File: src/rtl/clock_step_ctrl_if.sv
// Board-side signal bundle of the processor clock controller: mode and step
// inputs from switches/keys, divided clock, enable strobe and LEDs back out.
interface clock_step_ctrl_if #(
    parameter int LED_W = 4
);
    logic [1:0]       mode;
    logic             step_key;
    logic             divclock;
    logic             clk_en;
    logic [LED_W-1:0] LEDR;

    modport master (
        output mode,
        output step_key,
        input  divclock,
        input  clk_en,
        input  LEDR
    );

    modport slave (
        input  mode,
        input  step_key,
        output divclock,
        output clk_en,
        output LEDR
    );
endinterface

File: src/rtl/clock_step_ctrl.sv
// Processor clock generator: fast/slow divided clock, halt, and debounced
// push-button single-step, with a clk_en strobe on every divclock rise.
module clock_step_ctrl #(
    parameter int CNT_W      = 28,
    parameter int FAST_HALF  = 32,
    parameter int SLOW_HALF  = 8388608,
    parameter int DEB_CYCLES = 1000000,
    parameter int LED_W      = 4
) (
    input  logic               CLOCK_50,
    input  logic               Key,
    clock_step_ctrl_if.slave   bus
);

    localparam int DEB_W = $clog2(DEB_CYCLES);
    localparam logic [CNT_W-1:0] FAST_LAST = CNT_W'(FAST_HALF - 1);
    localparam logic [CNT_W-1:0] SLOW_LAST = CNT_W'(SLOW_HALF - 1);
    localparam logic [DEB_W-1:0] DEB_LAST  = DEB_W'(DEB_CYCLES - 1);

    typedef enum logic [1:0] {
        MODE_FAST = 2'b00,
        MODE_SLOW = 2'b01,
        MODE_HALT = 2'b10,
        MODE_STEP = 2'b11
    } mode_t;

    typedef enum logic [1:0] {
        ST_IDLE,
        ST_HIGH,
        ST_LOW
    } step_state_t;

    logic [1:0]       r_mode_s1;
    mode_t            r_mode;
    mode_t            r_mode_prev;
    logic             r_step_s1;
    logic             r_step_s2;
    logic [DEB_W-1:0] r_deb_cnt;
    logic             r_step_stable;
    logic             r_press;

    step_state_t      r_state;
    step_state_t      w_state_nxt;
    logic [CNT_W-1:0] r_hcnt;
    logic [CNT_W-1:0] w_hcnt_nxt;
    logic             r_divclk;
    logic             w_div_nxt;
    logic             r_clk_en;
    logic             w_step_acc;
    logic [CNT_W-1:0] r_step_cnt;
    logic [CNT_W-1:0] r_hb;
    logic [LED_W-1:0] r_led;

    logic             w_run;
    logic             w_prev_run;
    logic             w_mode_chg;
    logic [CNT_W-1:0] w_half_last;

    assign w_run       = (r_mode == MODE_FAST) || (r_mode == MODE_SLOW);
    assign w_prev_run  = (r_mode_prev == MODE_FAST) || (r_mode_prev == MODE_SLOW);
    assign w_mode_chg  = (r_mode != r_mode_prev);
    assign w_half_last = (r_mode == MODE_SLOW) ? SLOW_LAST : FAST_LAST;

    // Synchronisers and step-key debouncer; r_press marks the stable 1->0 edge.
    always_ff @(posedge CLOCK_50 or negedge Key) begin
        if (!Key) begin
            r_mode_s1     <= 2'b00;
            r_mode        <= MODE_FAST;
            r_mode_prev   <= MODE_FAST;
            r_step_s1     <= 1'b1;
            r_step_s2     <= 1'b1;
            r_deb_cnt     <= '0;
            r_step_stable <= 1'b1;
            r_press       <= 1'b0;
        end else begin
            r_mode_s1   <= bus.mode;
            r_mode      <= mode_t'(r_mode_s1);
            r_mode_prev <= r_mode;
            r_step_s1   <= bus.step_key;
            r_step_s2   <= r_step_s1;
            r_press     <= 1'b0;
            if (r_step_s2 == r_step_stable) begin
                r_deb_cnt <= '0;
            end else if (r_deb_cnt == DEB_LAST) begin
                r_deb_cnt     <= '0;
                r_step_stable <= r_step_s2;
                r_press       <= ~r_step_s2;
            end else begin
                r_deb_cnt <= r_deb_cnt + DEB_W'(1);
            end
        end
    end

    always_ff @(posedge CLOCK_50 or negedge Key) begin
        if (!Key) begin
            r_state    <= ST_IDLE;
            r_hcnt     <= '0;
            r_divclk   <= 1'b0;
            r_clk_en   <= 1'b0;
            r_step_cnt <= '0;
            r_hb       <= '0;
            r_led      <= '0;
        end else begin
            r_state  <= w_state_nxt;
            r_hcnt   <= w_hcnt_nxt;
            r_divclk <= w_div_nxt;
            r_clk_en <= w_div_nxt & ~r_divclk;
            r_hb     <= r_hb + CNT_W'(1);
            if (w_step_acc) begin
                r_step_cnt <= r_step_cnt + CNT_W'(1);
            end
            r_led <= w_run ? r_hb[CNT_W-1 -: LED_W] : r_step_cnt[LED_W-1:0];
        end
    end

    // A mode change only keeps the divclock level between two run modes;
    // anything touching halt/step drops it and abandons a step pulse.
    always_comb begin
        w_state_nxt = r_state;
        w_hcnt_nxt  = r_hcnt;
        w_div_nxt   = r_divclk;
        w_step_acc  = 1'b0;
        if (w_mode_chg) begin
            w_hcnt_nxt  = '0;
            w_state_nxt = ST_IDLE;
            if (!(w_run && w_prev_run)) begin
                w_div_nxt = 1'b0;
            end
        end else begin
            case (r_mode)
                MODE_FAST, MODE_SLOW: begin
                    w_state_nxt = ST_IDLE;
                    if (r_hcnt == w_half_last) begin
                        w_hcnt_nxt = '0;
                        w_div_nxt  = ~r_divclk;
                    end else begin
                        w_hcnt_nxt = r_hcnt + CNT_W'(1);
                    end
                end
                MODE_HALT: begin
                    w_state_nxt = ST_IDLE;
                    w_hcnt_nxt  = '0;
                    w_div_nxt   = 1'b0;
                end
                default: begin
                    case (r_state)
                        ST_IDLE: begin
                            w_hcnt_nxt = '0;
                            w_div_nxt  = 1'b0;
                            if (r_press) begin
                                w_state_nxt = ST_HIGH;
                                w_div_nxt   = 1'b1;
                                w_step_acc  = 1'b1;
                            end
                        end
                        ST_HIGH: begin
                            if (r_hcnt == FAST_LAST) begin
                                w_hcnt_nxt  = '0;
                                w_div_nxt   = 1'b0;
                                w_state_nxt = ST_LOW;
                            end else begin
                                w_hcnt_nxt = r_hcnt + CNT_W'(1);
                            end
                        end
                        ST_LOW: begin
                            w_div_nxt = 1'b0;
                            if (r_hcnt == FAST_LAST) begin
                                w_hcnt_nxt  = '0;
                                w_state_nxt = ST_IDLE;
                            end else begin
                                w_hcnt_nxt = r_hcnt + CNT_W'(1);
                            end
                        end
                        default: begin
                            w_state_nxt = ST_IDLE;
                            w_hcnt_nxt  = '0;
                            w_div_nxt   = 1'b0;
                        end
                    endcase
                end
            endcase
        end
    end

    assign bus.divclock = r_divclk;
    assign bus.clk_en   = r_clk_en;
    assign bus.LEDR     = r_led;

endmodule

File: src/flat_wrapper.sv
// flat-port wrapper written by rule: the top's interface ports become plain ports
module clock_step_ctrl_flat 
#(
    parameter int CNT_W      = 28,
    parameter int FAST_HALF  = 32,
    parameter int SLOW_HALF  = 8388608,
    parameter int DEB_CYCLES = 1000000,
    parameter int LED_W      = 4
)
  (CLOCK_50, Key, bus_mode, bus_step_key, bus_divclock, bus_clk_en, bus_LEDR);
  clock_step_ctrl_if #(.LED_W(LED_W)) bus_i ();
  input  logic CLOCK_50;
  input  logic Key;
  input wire logic [$bits(bus_i.mode)-1:0] bus_mode;
  input wire logic [$bits(bus_i.step_key)-1:0] bus_step_key;
  output wire logic [$bits(bus_i.divclock)-1:0] bus_divclock;
  output wire logic [$bits(bus_i.clk_en)-1:0] bus_clk_en;
  output wire logic [$bits(bus_i.LEDR)-1:0] bus_LEDR;
  assign bus_i.mode = bus_mode;
  assign bus_i.step_key = bus_step_key;
  assign bus_divclock = bus_i.divclock;
  assign bus_clk_en = bus_i.clk_en;
  assign bus_LEDR = bus_i.LEDR;
  clock_step_ctrl #(.CNT_W(CNT_W), .FAST_HALF(FAST_HALF), .SLOW_HALF(SLOW_HALF), .DEB_CYCLES(DEB_CYCLES), .LED_W(LED_W)) u_core (.CLOCK_50(CLOCK_50), .Key(Key), .bus(bus_i));
endmodule
File: config.mk
export PLATFORM = sky130hd
export DESIGN_NAME = clock_step_ctrl_flat
export DESIGN_NICKNAME = d
export VERILOG_FILES = /design/src/rtl/clock_step_ctrl_if.sv /design/src/rtl/clock_step_ctrl.sv /design/src/flat_wrapper.sv
export SDC_FILE = /design/constraint.sdc
export NUM_CORES = 1
export LEC_CHECK = 0
export CORE_ASPECT_RATIO = 1.25
export CORE_MARGIN = 3
export CORE_UTILIZATION = 66
export DETAILED_ROUTE_END_ITERATION = 8
export PLACE_DENSITY = 0.89
export SLEW_MARGIN = 20
export SYNTH_ARGS = -nofsm -noshare
export SYNTH_HDL_FRONTEND = slang
export SYNTH_SLANG_ARGS = --single-unit
File: constraint.sdc
create_clock -name CLOCK_50 -period 3 [get_ports CLOCK_50]
set_clock_uncertainty 0.1 [all_clocks]
set_input_delay 0.6 -clock CLOCK_50 [delete_from_list [all_inputs] [get_ports CLOCK_50]]
set_output_delay 0.6 -clock CLOCK_50 [all_outputs]
set_load 0.005 [all_outputs]
== Yosys cells after proc, flatten, opt, wreduce, memory -nomap -nowiden ==
Index checks and enable logic that the tools add are counted.

* Register bits: 122
* Bits of input ports: 5
* Output and inout bits: 6

* Add/sub/neg operators: 4
* Equality and inequality tests: 13
* Mux-type cells: 27
* Bitwise gates (word level): 4
* Reduce and logical (&&, ||, !) cells: 11

{| class="wikitable"
|+ Operators with widths
! operator !! count
|-
| $mux W28 || 4
|-
| $add A28 B1 Y28 const B || 3
|-
| $pmux W28 S2 || 1
|-
| $mux W20 || 2
|-
| $eq A28 B28 Y1 || 1
|-
| $eq A28 B5 Y1 const B || 1
|-
| $mux W23 || 1
|-
| $add A20 B1 Y20 const B || 1
|-
| $eq A20 B20 Y1 const B || 1
|-
| $ne A4 B2 Y1 const B || 3
|-
| $mux W1 || 10
|-
| $mux W2 || 5
|-
| $eq A2 B1 Y1 const B || 3
|-
| $logic_not A2 Y1 || 3
|-
| $pmux W2 S3 || 1
|-
| $eq A2 B2 Y1 const B || 2
|-
| $mux W4 || 1
|-
| $pmux W1 S2 || 2
|-
| $reduce_or A2 Y1 || 2
|-
| $not A1 Y1 || 3
|-
| $reduce_and A3 Y1 || 1
|-
| $reduce_or A3 Y1 || 1
|-
| $logic_or A1 B1 Y1 || 2
|-
| $ne A2 B2 Y1 || 1
|-
| 4 further kinds || 4
|}

== Depth between registers and ports, before layout ==
Gate-level depths: netlist (run 1).

* Depth after elaboration: 7
* Mapped depth: 8

== Least setup slack after synthesis (run 1) ==
Ideal clock, no wire load.

* Path kind: register to register
* From: register u_core.r_hcnt[0]
* To: register u_core.r_hcnt[18]
* Arrival time: 1.838 ns
* Slack: 0.940 ns
* Stages on the path, launching flop included: 9
* Buffers on the path: 2
* Period minus slack after synthesis: 2.060 ns
* Path through: dfrtp_1 ha_1 and4_1 clkbuf_1 nand4_1 nor2_1 a2bb2oi_2 buf_2 nor2_1

* Cells in the longest elaborated chain, start to end: 5

{| class="wikitable"
|+ Ends and longest elaborated chain
! item !! RTL line !! text
|-
| from (decl) || clock_step_ctrl.sv:44 || <nowiki>logic [CNT_W-1:0] r_hcnt;</nowiki>
|-
| from (signal assigned) || clock_step_ctrl.sv:105 || <nowiki>r_hcnt <= w_hcnt_nxt;</nowiki>
|-
| $add A28 B1 Y28 / $eq A28 B5 Y1 (equally long branches) || -- ||
|-
| $mux W28 || clock_step_ctrl.sv:157, clock_step_ctrl.sv:167 ||
|-
| $mux W28 || -- ||
|-
| $pmux W28 S2 * || clock_step_ctrl.sv:130 || <nowiki>case (r_mode)</nowiki>
|-
| $mux W28 * || clock_step_ctrl.sv:123 || <nowiki>if (w_mode_chg) begin</nowiki>
|-
| net u_core.w_hcnt_nxt[18] || clock_step_ctrl.sv:45 || <nowiki>logic [CNT_W-1:0] w_hcnt_nxt;</nowiki>
|}

Mark *: on every way through the listed nets, which the timed path passes. The rest lies on a longest branch.
A chain may end at the register's enable or synchronous reset.

== Final worst setup path (run 1) ==
* From: register u_core.r_hb[0]
* To: register u_core.r_hb[24]

* Cells in the longest elaborated chain, start to end: 1

{| class="wikitable"
|+ Ends and longest elaborated chain
! item !! RTL line !! text
|-
| from (decl) || clock_step_ctrl.sv:51 || <nowiki>logic [CNT_W-1:0] r_hb;</nowiki>
|-
| from (signal assigned) || clock_step_ctrl.sv:108 || <nowiki>r_hb <= r_hb + CNT_W'(1);</nowiki>
|-
| $add A28 B1 Y28 || clock_step_ctrl.sv:108 ||
|}

Every way passes these cells.

==> results of run 1 <==
[per-stage QoR]
| stage | setup slack (ns) | total power, mW | util | cell area [um^2] | instances |
|---|---|---|---|---|---|
| final | 0.4149 | 2.158 | 0.7411 | 4896 | 536 |
| after global routing | 0.2084 | 2.250 | 0.7411 | 4896 | 536 |
| after CTS | 0.4340 | 2.175 | 0.7411 | 4896 | 536 |
| after detailed placement | 0.6143 | 1.438 | 0.7155 | 4727 | 521 |
| after global placement | 0.7396 | 1.435 | 0.7155 | 4727 | 521 |
| after floorplan | 0.9402 | 1.392 | - | 4517 | 428 |
[layout make-up]
class	instances	area share
clock buffers	10	0.02607
clock inverters	5	0.008433
flip-flops and latches	98	0.5017
repair buffers	13	0.02709
inverters	7	0.005367
multi-input cells	316	0.4091
well taps	87	0.02223
[cell usage in the layout, fill, tap and decap left out, drive strengths merged, types with 3 or more instances in the layout]
master,count
nand4,19
or4,3
clkbuf,10
inv,8
xor2,43
xnor2,31
and3,10
nor2,68
nor3,11
dfstp,3
nor4,10
o21ai,3
mux2,5
clkdlybuf4s50,9
buf,4
dfrtp,95
nor2b,4
and4,7
nand2b,3
ha,9
nand3,30
nand2,37
[cells by family (layout without fill, tap and decap cells)]
group	count (synthesis)	count (layout)	share of synthesized area
AND/OR/NAND/NOR	213	213	0.2374
flip-flops	98	98	0.5438
XOR/XNOR	74	74	0.1435
AO/OA/AOI/OAI	15	15	0.02521
buffers and inverters	14	35	0.01274
adder cells (fa/ha/maj)	9	9	0.02493
multiplexers	5	5	0.01246
[final timing paths]
path	start	to	slack, ns	cells past startpoint
max	u_core.r_hb[0]	u_core.r_hb[24]	0.41	6
min in group CLOCK_50	u_core.r_step_s1	u_core.r_step_s2	0.26	0
max in group asynchronous	Key	u_core.r_hb[9]	2.01	2
max reg2reg	u_core.r_hb[0]	u_core.r_hb[24]	0.41	6
min reg2reg	u_core.r_step_s1	u_core.r_step_s2	0.26	0
min	Key	u_core.r_hcnt[22]	0.12	1
[registers in the layout, indices dropped and copies added, names as in the netlist]
name and cells:
u_core.bus.divclock 1, u_core.r_mode_prev 2, u_core.r_mode_s1 2, u_core.r_step_stable 1, u_core.r_step_s2 1, u_core.r_step_s1 1, u_core.r_hcnt 28, u_core.r_hb 28
u_core.r_step_cnt 4, u_core.r_deb_cnt 20, u_core.r_press 1, u_core.bus.clk_en 1, u_core.bus.LEDR 4, u_core.r_state 2, u_core.r_mode 2
[metal layers]
metal | global-route usage | up-vias | share of wire
met5 | 0 | - | 0
met1 | 0.3001 | 1550 | 0.43
met3 | 0.05393 | 17 | 0.031
met4 | 0.08192 | 0 | 0.020
met2 | 0.3909 | 72 | 0.52
li1 | - | 1500 | -
[power by group through the flow]
stage	Combinational, mW	Sequential [mW]	Clock [mW]
after floorplan	0.0254	1.37	0
after global placement	0.0656	1.37	0
after detailed placement	0.0676	1.37	0
after CTS	0.0675	1.34	0.763
after global routing	0.0753	1.35	0.828
final	0.0656	1.34	0.747
==> summary.md, run 1 <==
| Metric | Value |
|---|---|
| Clk pwr share | `0.346` |
| Top-count cell post-synth | `dfrtp_1` |
| Cell taking the most area after synthesis | `dfrtp_1` |
| Internal | `1.657 mW` |
| Post-route minimum period | `2.585 ns` |
| Crit path buffers/inverters | `0` |
| Slew @ Worst Pin | `between 0.8 and 0.9 ns` |
| Top_reg_cell synth | `dfrtp_1` |
| Top post-synthesis cells by area | `dfrtp_1 53%, xor2_1 8.3%, xnor2_1 6.0%` |
| Worst-path clk slew | `roughly 0.09 ns` |
| Leak | `around 2.1 nW` |
| Core ar. | `6606 um^2` |
| Footprint of the multi-input gates | `around 2000 um^2` |
| Hold slack | `0.1172 ns` |
| FP Rows | `33` |
| Worst Path Required | `around 3.2 ns` |
| Total number of vias | `3,139` |
| Worst Setup Path Type | `reg2reg` |
| Hold crit path type | `in2async` |
| Final WL | `8406 um` |
| Gp weighted congestion | `between 0.8 and 0.9` |
| CTS root buffer | `clkbuf_8` |
| DR WL/cell | `15.68 um` |
| DR iter-0 viols | `259` |
| Worst skew pair latency | `between 0.3 and 0.4 ns` |
| Avg Inst Size Synth | `10.55 um^2` |
| Pin count of the biggest net entering global routing | `57` |
| Max FO, Critical Path | `5` |
| Crit-path slowest cell | `nor3b_1` |
| Yosys reg bits | `98` |
| Post-route DRC | `0` |
| Layout area overhead | `8.393%` |
| Initial Util | `0.6837` |
| Startpoint Class | `flip-flop` |
| Number of antenna violations at the first check in global routing | `0` |
| Cell count after synthesis | `428` |
| Gr usage total | `0.2344` |
| ANT cells | `0` |
| Nets | `459` |
| Die Height | `roughly 98 um` |
| Drt pass-1 iters | `4` |
| Count of pins over their slew limit | `0` |
| Resized Gates After CTS | `0` |
| Share of layout cells above drive strength 1 | `0.07350` |
| Sw power | `501.1 uW` |
| Warnings from Yosys | `0` |
| Async set-reset flop share out of synthesis | `1.000` |
| Crit-path max cell delay | `0.50 ns` |
| Clk sinks | `98` |
| CTS tree | `done` |
| Combinational Power Share | `0.030` |
| Slew headroom | `0.4347` |
| Reg area | `2456 um^2` |
| Final worst-path cycle share | `0.8617` |
| IO Pins | `11` |
| I/O Buffers | `10` |
| Total grt overflow | `0` |
| HPWL after DPL | `5893 um` |
| Fill count | `425` |
| Clock Tree Buf Depth | `2` |
| CTS buffer count | `9` |
| Status | `finished clean` |
| Crit-path cells | `ha_1 > and4_1 > nor3b_1 > nand4_1 > nor3_1 > xor2_1` |
| Final Hold Fails | `0` |
| First-pass GRT wire length | `14,370 um` |
| Critical path arrival | `2.75 ns` |
| Share of the synthesized area in the top cell type | `0.5263` |
| Post-synth top cells | `95 x dfrtp_1, 68 x nor2_1, 43 x xor2_1` |
| Mapped cell area | `4517 um^2` |
| RSZ-0062 raised after global routing | `false` |
| Post-synth EDFFs | `0` |
| Max Cap Viol | `0` |
| Syn Nets | `442` |
| Pwr Density | `~440 nW/um^2` |
| Worst vdd ir | `0.3442 mV` |
| Setup violations, final | `0` |
| CP top delay family | `simple AND/OR/NAND/NOR gates` |
| Unique cell type count in the Yosys netlist | `42` |
| Routed Antenna Nets | `0` |
| H-tree depth | `3` |
| Die W | `79.99 um` |
| Endpoint class of the critical path | `flip-flop` |
| Sequential power share | `0.623` |
| Vias in the first global route | `between 3,000 and 4,000` |
| Post-CTS Hold Buffers | `0` |
| FMAX | `386.8 MHz` |
| Setup_tns | `0 ns` |
| Die area | `7878 um^2` |
| Sequential area share after synthesis | `0.5438` |
| Setup Fix Bufs, Post-CTS | `0` |
| Vias per inst | `5.856` |
| Switching Share | `0.2322` |
No activity file was read; power rests on OpenSTA's default activity.
==> run 2: changes to the inputs <==
--- a/config.mk
+++ b/config.mk
@@ -7,9 +7,9 @@
 export LEC_CHECK = 0
 export CORE_ASPECT_RATIO = 1.25
 export CORE_MARGIN = 3
-export CORE_UTILIZATION = 66
+export CORE_UTILIZATION = 55
 export DETAILED_ROUTE_END_ITERATION = 8
-export PLACE_DENSITY = 0.89
+export PLACE_DENSITY = 0.8
 export SLEW_MARGIN = 20
 export SYNTH_ARGS = -nofsm -noshare
 export SYNTH_HDL_FRONTEND = slang
==> constraint.sdc (replaced) <==
create_clock -name CLOCK_50 -period 2.1 [get_ports CLOCK_50]
set_clock_uncertainty 0.1 [all_clocks]
set_input_delay 0.42 -clock CLOCK_50 [delete_from_list [all_inputs] [get_ports CLOCK_50]]
set_output_delay 0.42 -clock CLOCK_50 [all_outputs]
set_load 0.005 [all_outputs]
==> run 2 against run 1 <==
Clock power rose by 57%. Critical path depth fell by 1. Setup slack got worse by 0.32 ns. Sequential cell count did not move. Maximum frequency rose by 29%. Die area rose by 19%. Sequential share of layout area fell by 2.7 points. Design area rose by 5.7%. Via count rose by 1.5%. Wire length fell by 3.9%. First-iteration DRC count fell by 49%. Utilization fell by 8.5 points. Critical endpoint is now u_core.r_hb[27]. Largest power group unchanged.
==> summary.md, run 2 (same netlist as run 1, synthesis figures left out) <==
| Metric | Value |
|---|---|
| Tot Pwr | `3.204 mW (+48%)` |
| ANT cells | `0 (unchanged)` |
| Vias in the first global route | `3,230 (+4.0%)` |
| Biggest regs | `u_core.r_hb: 28 flops, u_core.r_hcnt: 28 flops, u_core.r_deb_cnt: 20 flops` |
| Crit path buffers/inverters | `0 (unchanged)` |
| Worst Setup Path Type | `reg2reg` |
| CTS tree | `done` |
| Drt pass-1 iters | `4 (unchanged)` |
| Reg-to-Reg End | `u_core.r_hb[27]` |
| Final worst-path cycle share | `0.9557 (+0.09404)` |
| Clk sinks | `98 (unchanged)` |
| Worst hold path cell count | `0` |
| Setup_tns | `0 ns (unchanged)` |
| Max FO, Critical Path | `4 (-1)` |
| Crit-path slowest cell | `or4_4` |
| FMAX | `498.2 MHz (+29%)` |
| Share of layout cells above drive strength 1 | `0.1387 (+0.06516)` |
| Max Cap Viol | `0 (unchanged)` |
| Post-route minimum period | `2.007 ns (-0.5780 ns)` |
| Worst hold path endpoint | `u_core.r_step_s2` |
| FF-to-FF path depth | `5 (-1)` |
| Routed Antenna Nets | `0 (unchanged)` |
| Leak | `2.282 nW (+7.2%)` |
| Reg2reg start | `u_core.r_hb[8]` |
| Fill count | `588 (+38%)` |
| Crit-path cells | `nand4_2 > or4_4 > or3_4 > nor3_2 > xor2_1` |
| Setup violations, final | `0 (unchanged)` |
| Worst-path clk slew | `0.10 ns (about the same)` |
| Slew headroom | `0.6670 (+0.2323)` |
| Final WL | `8082 um (-3.9%)` |
| Final instance area | `5174 um^2 (+5.7%)` |
| Count of pins over their slew limit | `0 (unchanged)` |
| Worst vdd ir | `0.5345 mV (+55%)` |
| Most common cell after layout, fill and taps aside | `dfrtp_1` |
| Final Worst Setup Slack | `0.09297 ns (-0.3220 ns)` |
| Pre-CTS setup slack | `0.04180 ns (-0.5725 ns)` |
| DR iter-0 viols | `131 (-49%)` |
| Most frequent cells in the layout | `95 x dfrtp_1, 68 x nor2_1, 43 x xor2_1` |
| Nets | `485 (+5.7%)` |
| Endpoint class of the critical path | `flip-flop` |
| Number of antenna violations at the first check in global routing | `0 (unchanged)` |
| Vias per inst | `5.580 (-4.7%)` |
| IO Pins | `11 (unchanged)` |
| Hold Crit Start | `u_core.r_step_s1` |
| CTS buffer count | `9 (unchanged)` |
| Status | `finished clean` |
| Pin count of the biggest net entering global routing | `42 (-26%)` |
| First-pass GRT wire length | `14,190 um (-1.2%)` |
| Total grt overflow | `0 (unchanged)` |
| FP Rows | `36 (+9.1%)` |
| Core ar. | `7883 um^2 (+19%)` |
| Placed Area | `4915 um^2 (+4.0%)` |
| Die Height | `107.3 um (+9.0%)` |
| Final Hold Fails | `0 (unchanged)` |
| HPWL after DPL | `5602 um (-4.9%)` |
| CP top delay family | `simple AND/OR/NAND/NOR gates` |
| Hold slack | `0.2603 ns (+0.1431 ns)` |
| H-tree depth | `3 (unchanged)` |
| Crit-path max cell delay | `0.52 ns (+0.02 ns)` |
| Die area | `9343 um^2 (+19%)` |
| Worst skew pair latency | `0.37 ns (about the same)` |
| Slew @ Worst Pin | `0.4949 ns (-0.3452 ns)` |
| Critical path arrival | `2.21 ns (-0.54 ns)` |
| Post-route DRC | `0 (unchanged)` |
| I/O Buffers | `10 (unchanged)` |
| Reg2reg setup slack | `0.09 ns (-0.32 ns)` |
| Reg area | `2456 um^2 (unchanged)` |
| Gr usage total | `0.1909 (-0.04342)` |
| Startpoint Class | `flip-flop` |
| Die W | `87.06 um (+8.8%)` |
| Gp weighted congestion | `0.8385 (-6.8%)` |
| Footprint of the multi-input gates | `2033 um^2 (+1.5%)` |
| Total number of vias | `3,186 (+1.5%)` |
| Hold crit path type | `reg2reg` |
| CTS root buffer | `clkbuf_8` |
| DR WL/cell | `14.15 um (-9.7%)` |
| Worst Path Required | `2.30 ns (-0.86 ns)` |
| Pwr Density | `619.3 nW/um^2 (+41%)` |
| Layout area overhead | `14.54%` |
| Initial Util | `0.5730 (-0.1107)` |
| Clock Tree Buf Depth | `2 (unchanged)` |
[run 2: cell types whose count changed in the layout (fill, tap and decap cells not counted), sizes merged]
| cell | before | now |
|---|---|---|
| dlygate4sd3 | 0 | 1 |
| clkinvlp | 2 | 1 |
| clkinv | 2 | 3 |
| clkbuf | 10 | 9 |
| buf | 4 | 29 |
| inv | 8 | 10 |
[run 2: timing repair]
action | in CTS | in global routing
endpoints found under the hold margin | 28 | 0
hold buffers | 1 | 0
resized for setup | 0 | 8
endpoints found under the setup margin | 0 | 25
buffers inserted | 0 | 3
[run 2: how the worst max path moves through the flow]
stage,start,end,slack [ns],cells past startpoint
after global routing,u_core.r_hb[0],u_core.r_hb[24],-0.06,7
after global placement,u_core.r_hcnt[1],u_core.bus.clk_en,0.11,7
final,u_core.r_hb[8],u_core.r_hb[27],0.09,5
after floorplan,u_core.r_hcnt[0],u_core.r_hcnt[18],0.04,8
after CTS,u_core.r_hcnt[7],u_core.bus.divclock,0.02,5
after detailed placement,u_core.r_hcnt[22],u_core.bus.divclock,0.04,5
[run 2: worst reg2reg max path, stage by stage, from the launching register on]
cell and delay, ns:
dfrtp_1 0.40, nand4_2 0.17, or4_4 0.52, or3_4 0.42
nor3_2 0.17, xor2_1 0.17
[run 2: final cells by class]
class                      count  area share
sequential                    98      0.4747
inverter                       7    0.005079
timing repair buffer          39     0.06626
clock inverter                 7     0.01403
clock buffer                   9     0.02394
tap                           95     0.02297
multi-input combinational    316      0.3930
[run 2: routing by layer]
layer  share of wire  global-route usage
met2            0.51              0.3203
met4           0.022             0.08575
met5               0                   0
met3           0.022             0.03599
met1            0.44              0.2371
[run 2: through the flow]
| stage | util | instances |
|---|---|---|
| after global placement | 0.6235 | 551 |
| after floorplan | - | 428 |
| after detailed placement | 0.6235 | 551 |
| after global routing | 0.6563 | 571 |
| final | 0.6563 | 571 |
| after CTS | 0.6497 | 568 |
[run 2: power breakdown]
| part | switching [mW] | leakage [nW] | internal [mW] |
|---|---|---|---|
| clock network | 0.707 | 0.0966 | 0.465 |
| logic | 0.0688 | 0.859 | 0.0440 |
| registers | 0.0157 | 1.33 | 1.90 |
| total | 0.792 | 2.28 | 2.41 |
==> run 3: changes to the inputs <==
--- a/config.mk
+++ b/config.mk
@@ -5,7 +5,7 @@
 export SDC_FILE = /design/constraint.sdc
 export NUM_CORES = 1
 export LEC_CHECK = 0
-export CORE_ASPECT_RATIO = 1.25
+export CORE_ASPECT_RATIO = 0.6
 export CORE_MARGIN = 3
 export CORE_UTILIZATION = 55
 export DETAILED_ROUTE_END_ITERATION = 8
@@ -14,3 +14,4 @@
 export SYNTH_ARGS = -nofsm -noshare
 export SYNTH_HDL_FRONTEND = slang
 export SYNTH_SLANG_ARGS = --single-unit
+export TNS_END_PERCENT = 100
==> run 3 against run 2 <==
Largest cell class unchanged. Wire length increased by 14%. Largest power group unchanged. Sequential cell count unchanged. Utilization increased by 5.9 points. Highest routed layer unchanged.
==> summary.md, run 3 (same netlist as run 1, synthesis figures left out) <==
| Metric | Value |
|---|---|
| HPWL after DPL | `6173 um (+10%)` |
| Internal | `2.816 mW (+17%)` |
| Crit-path cells | `nor4_2 > buf_4 > nand4_1 > nor2_2 > a2bb2oi_4 > clkbuf_16 > nor2_1` |
| Drt pass-1 iters | `5 (+1)` |
| Status | `finished clean` |
| Share of layout cells above drive strength 1 | `0.1743 (+0.03562)` |
| IO Pins | `11 (unchanged)` |
| Critical path arrival | `2.17 ns (-0.04 ns)` |
| FMAX | `490.3 MHz (-1.6%)` |
| Fin util | `0.7151 (+0.05874)` |
| Tot Pwr | `3.658 mW (+14%)` |
| Placed Area | `4933 um^2 (+0.38%)` |
| Biggest regs | `u_core.r_hb: 28 flops, u_core.r_hcnt: 28 flops, u_core.r_deb_cnt: 20 flops` |
| Combinational Power Share | `0.033 (-0.002)` |
| Clock Tree Buf Depth | `2 (unchanged)` |
| Fin cells | `586 (+2.6%)` |
| Gr usage total | `0.2039 (+0.01292)` |
| Number of antenna violations at the first check in global routing | `0 (unchanged)` |
| Fill count | `521 (-11%)` |
| CTS buffer count | `9 (unchanged)` |
| Worst Path Required | `2.23 ns (-0.07 ns)` |
| Total number of vias | `3,297 (+3.5%)` |
| Pwr Density | `673.3 nW/um^2 (+8.7%)` |
| Clk pwr share | `0.442 (+0.076)` |
| Nets | `491 (+1.2%)` |
| Setup_tns | `0 ns (unchanged)` |
| Clk sinks | `98 (unchanged)` |
| Slew @ Worst Pin | `0.5981 ns (+0.1032 ns)` |
| Die Height | `76.20 um (-29%)` |
| FP Rows | `24 (-33%)` |
| Max FO, Critical Path | `7 (+3)` |
| Worst skew pair latency | `0.35 ns (-0.02 ns)` |
| Switching Share | `0.2302 (-0.01681)` |
| Die area | `9372 um^2 (+0.31%)` |
| Final instance area | `5433 um^2 (+5.0%)` |
| Die W | `123.0 um (+41%)` |
| Setup violations, final | `0 (unchanged)` |
| Final worst-path cycle share | `0.9712 (+0.01547)` |
| Leak | `2.379 nW (+4.3%)` |
| Post-route minimum period | `2.040 ns (+0.03248 ns)` |
| DR iter-0 viols | `267 (+100%)` |
| Slew headroom | `0.6013 (-0.06573)` |
| Pin count of the biggest net entering global routing | `47 (+12%)` |
| Worst-path clk slew | `0.07 ns (-0.03 ns)` |
| First-pass GRT wire length | `15,260 um (+7.5%)` |
| Vias per inst | `5.626 (+0.84%)` |
| Max Cap Viol | `0 (unchanged)` |
| Sequential power share | `0.526 (-0.073)` |
| Initial Util | `0.5945 (+0.02152)` |
| Final WL | `9216 um (+14%)` |
| CP top delay family | `simple AND/OR/NAND/NOR gates` |
| Core ar. | `7597 um^2 (-3.6%)` |
| Inst Count DP | `561 (+1.8%)` |
| H-tree depth | `3 (unchanged)` |
| Vias in the first global route | `3,195 (-1.1%)` |
| Routed Antenna Nets | `0 (unchanged)` |
| DR WL/cell | `15.73 um (+11%)` |
| Final Hold Fails | `0 (unchanged)` |
| Gp weighted congestion | `0.8034 (-4.2%)` |
| Crit path buffers/inverters | `2 (+2)` |
| Layout area overhead | `20.28%` |
| Worst vdd ir | `0.4234 mV (-21%)` |
| I/O Buffers | `10 (unchanged)` |
| CTS tree | `done` |
| RSZ-0062 raised after global routing | `true` |
| Total grt overflow | `0 (unchanged)` |
| Most frequent cells in the layout | `91 x dfrtp_1, 67 x nor2_1, 43 x xor2_1` |
| CTS root buffer | `clkbuf_16` |
| Hold crit path type | `reg2reg` |
| Crit-path max cell delay | `0.45 ns (-0.07 ns)` |
| Crit-path slowest cell | `dfrtp_2` |
| Most common cell after layout, fill and taps aside | `dfrtp_1` |
| Startpoint Class | `flip-flop` |
| Post-route DRC | `0 (unchanged)` |
| Endpoint class of the critical path | `flip-flop` |
| ANT cells | `0 (unchanged)` |
| Worst Setup Path Type | `reg2reg` |
| Count of pins over their slew limit | `0 (unchanged)` |
| Sw power | `842.2 uW (+6.4%)` |
## run 3: path summary, 6_finish.rpt
path / end / startpoint / slack (ns) / cells past startpoint
worst max-delay path: u_core.r_hcnt[8] / u_core.r_hcnt[18] / 0.06 / 7
worst min-delay path: u_core.r_step_s2 / u_core.r_step_s1 / 0.26 / 0
worst max register to register: u_core.r_hcnt[8] / u_core.r_hcnt[18] / 0.06 / 7
worst min register to register: u_core.r_step_s2 / u_core.r_step_s1 / 0.26 / 0
max in group asynchronous: u_core.r_hb[2] / Key / 0.77 / 3
min in group asynchronous: u_core.r_hcnt[16] / Key / 0.51 / 2
## run 3: power groups by stage
stage | logic [mW] | registers, mW | clock network, mW
after floorplan | 0.0363 | 1.95 | 0
after global placement | 0.107 | 1.96 | 0
after detailed placement | 0.110 | 1.96 | 0
after CTS | 0.113 | 1.92 | 1.65
after global routing | 0.136 | 1.92 | 1.73
final | 0.121 | 1.92 | 1.62
## run 3: timing repair
action | CTS | global route
hold endpoints to repair | 27 | 0
gates cloned | 0 | 2
hold buffers | 1 | 0
setup buffers | 0 | 6
resized for setup | 1 | 22
setup endpoints to repair | 9 | 57
pin swaps | 1 | 2
## run 3: routing by layer
metal | global-route usage | vias to the layer above | share of wire
met5 | 0 | - | 0
met4 | 0.05967 | 0 | 0.0061
met3 | 0.06899 | 6 | 0.059
met2 | 0.2899 | 83 | 0.45
met1 | 0.2972 | 1637 | 0.49
li1 | - | 1571 | -
## run 3: layout make-up
| type | instances | area, um^2 | share of cell area |
|---|---|---|---|
| inverter | 7 | 26.28 | 0.004836 |
| tap | 104 | 130.1 | 0.02395 |
| timing repair buffer | 45 | 409.1 | 0.07531 |
| clock buffer | 10 | 239.0 | 0.04399 |
| sequential | 98 | 2461 | 0.4530 |
| multi-input combinational | 316 | 2112 | 0.3888 |
| clock inverter | 6 | 55.05 | 0.01013 |
## run 3: metrics by stage
step	hold slack (ns)	worst slack [ns]
after global placement	0.2399	0.05155
after global routing	0.2651	-0.05459
after floorplan	0.02441	0.04024
after CTS	0.2574	0.0001297
after detailed placement	0.2476	-0.03370
final	0.2566	0.06048
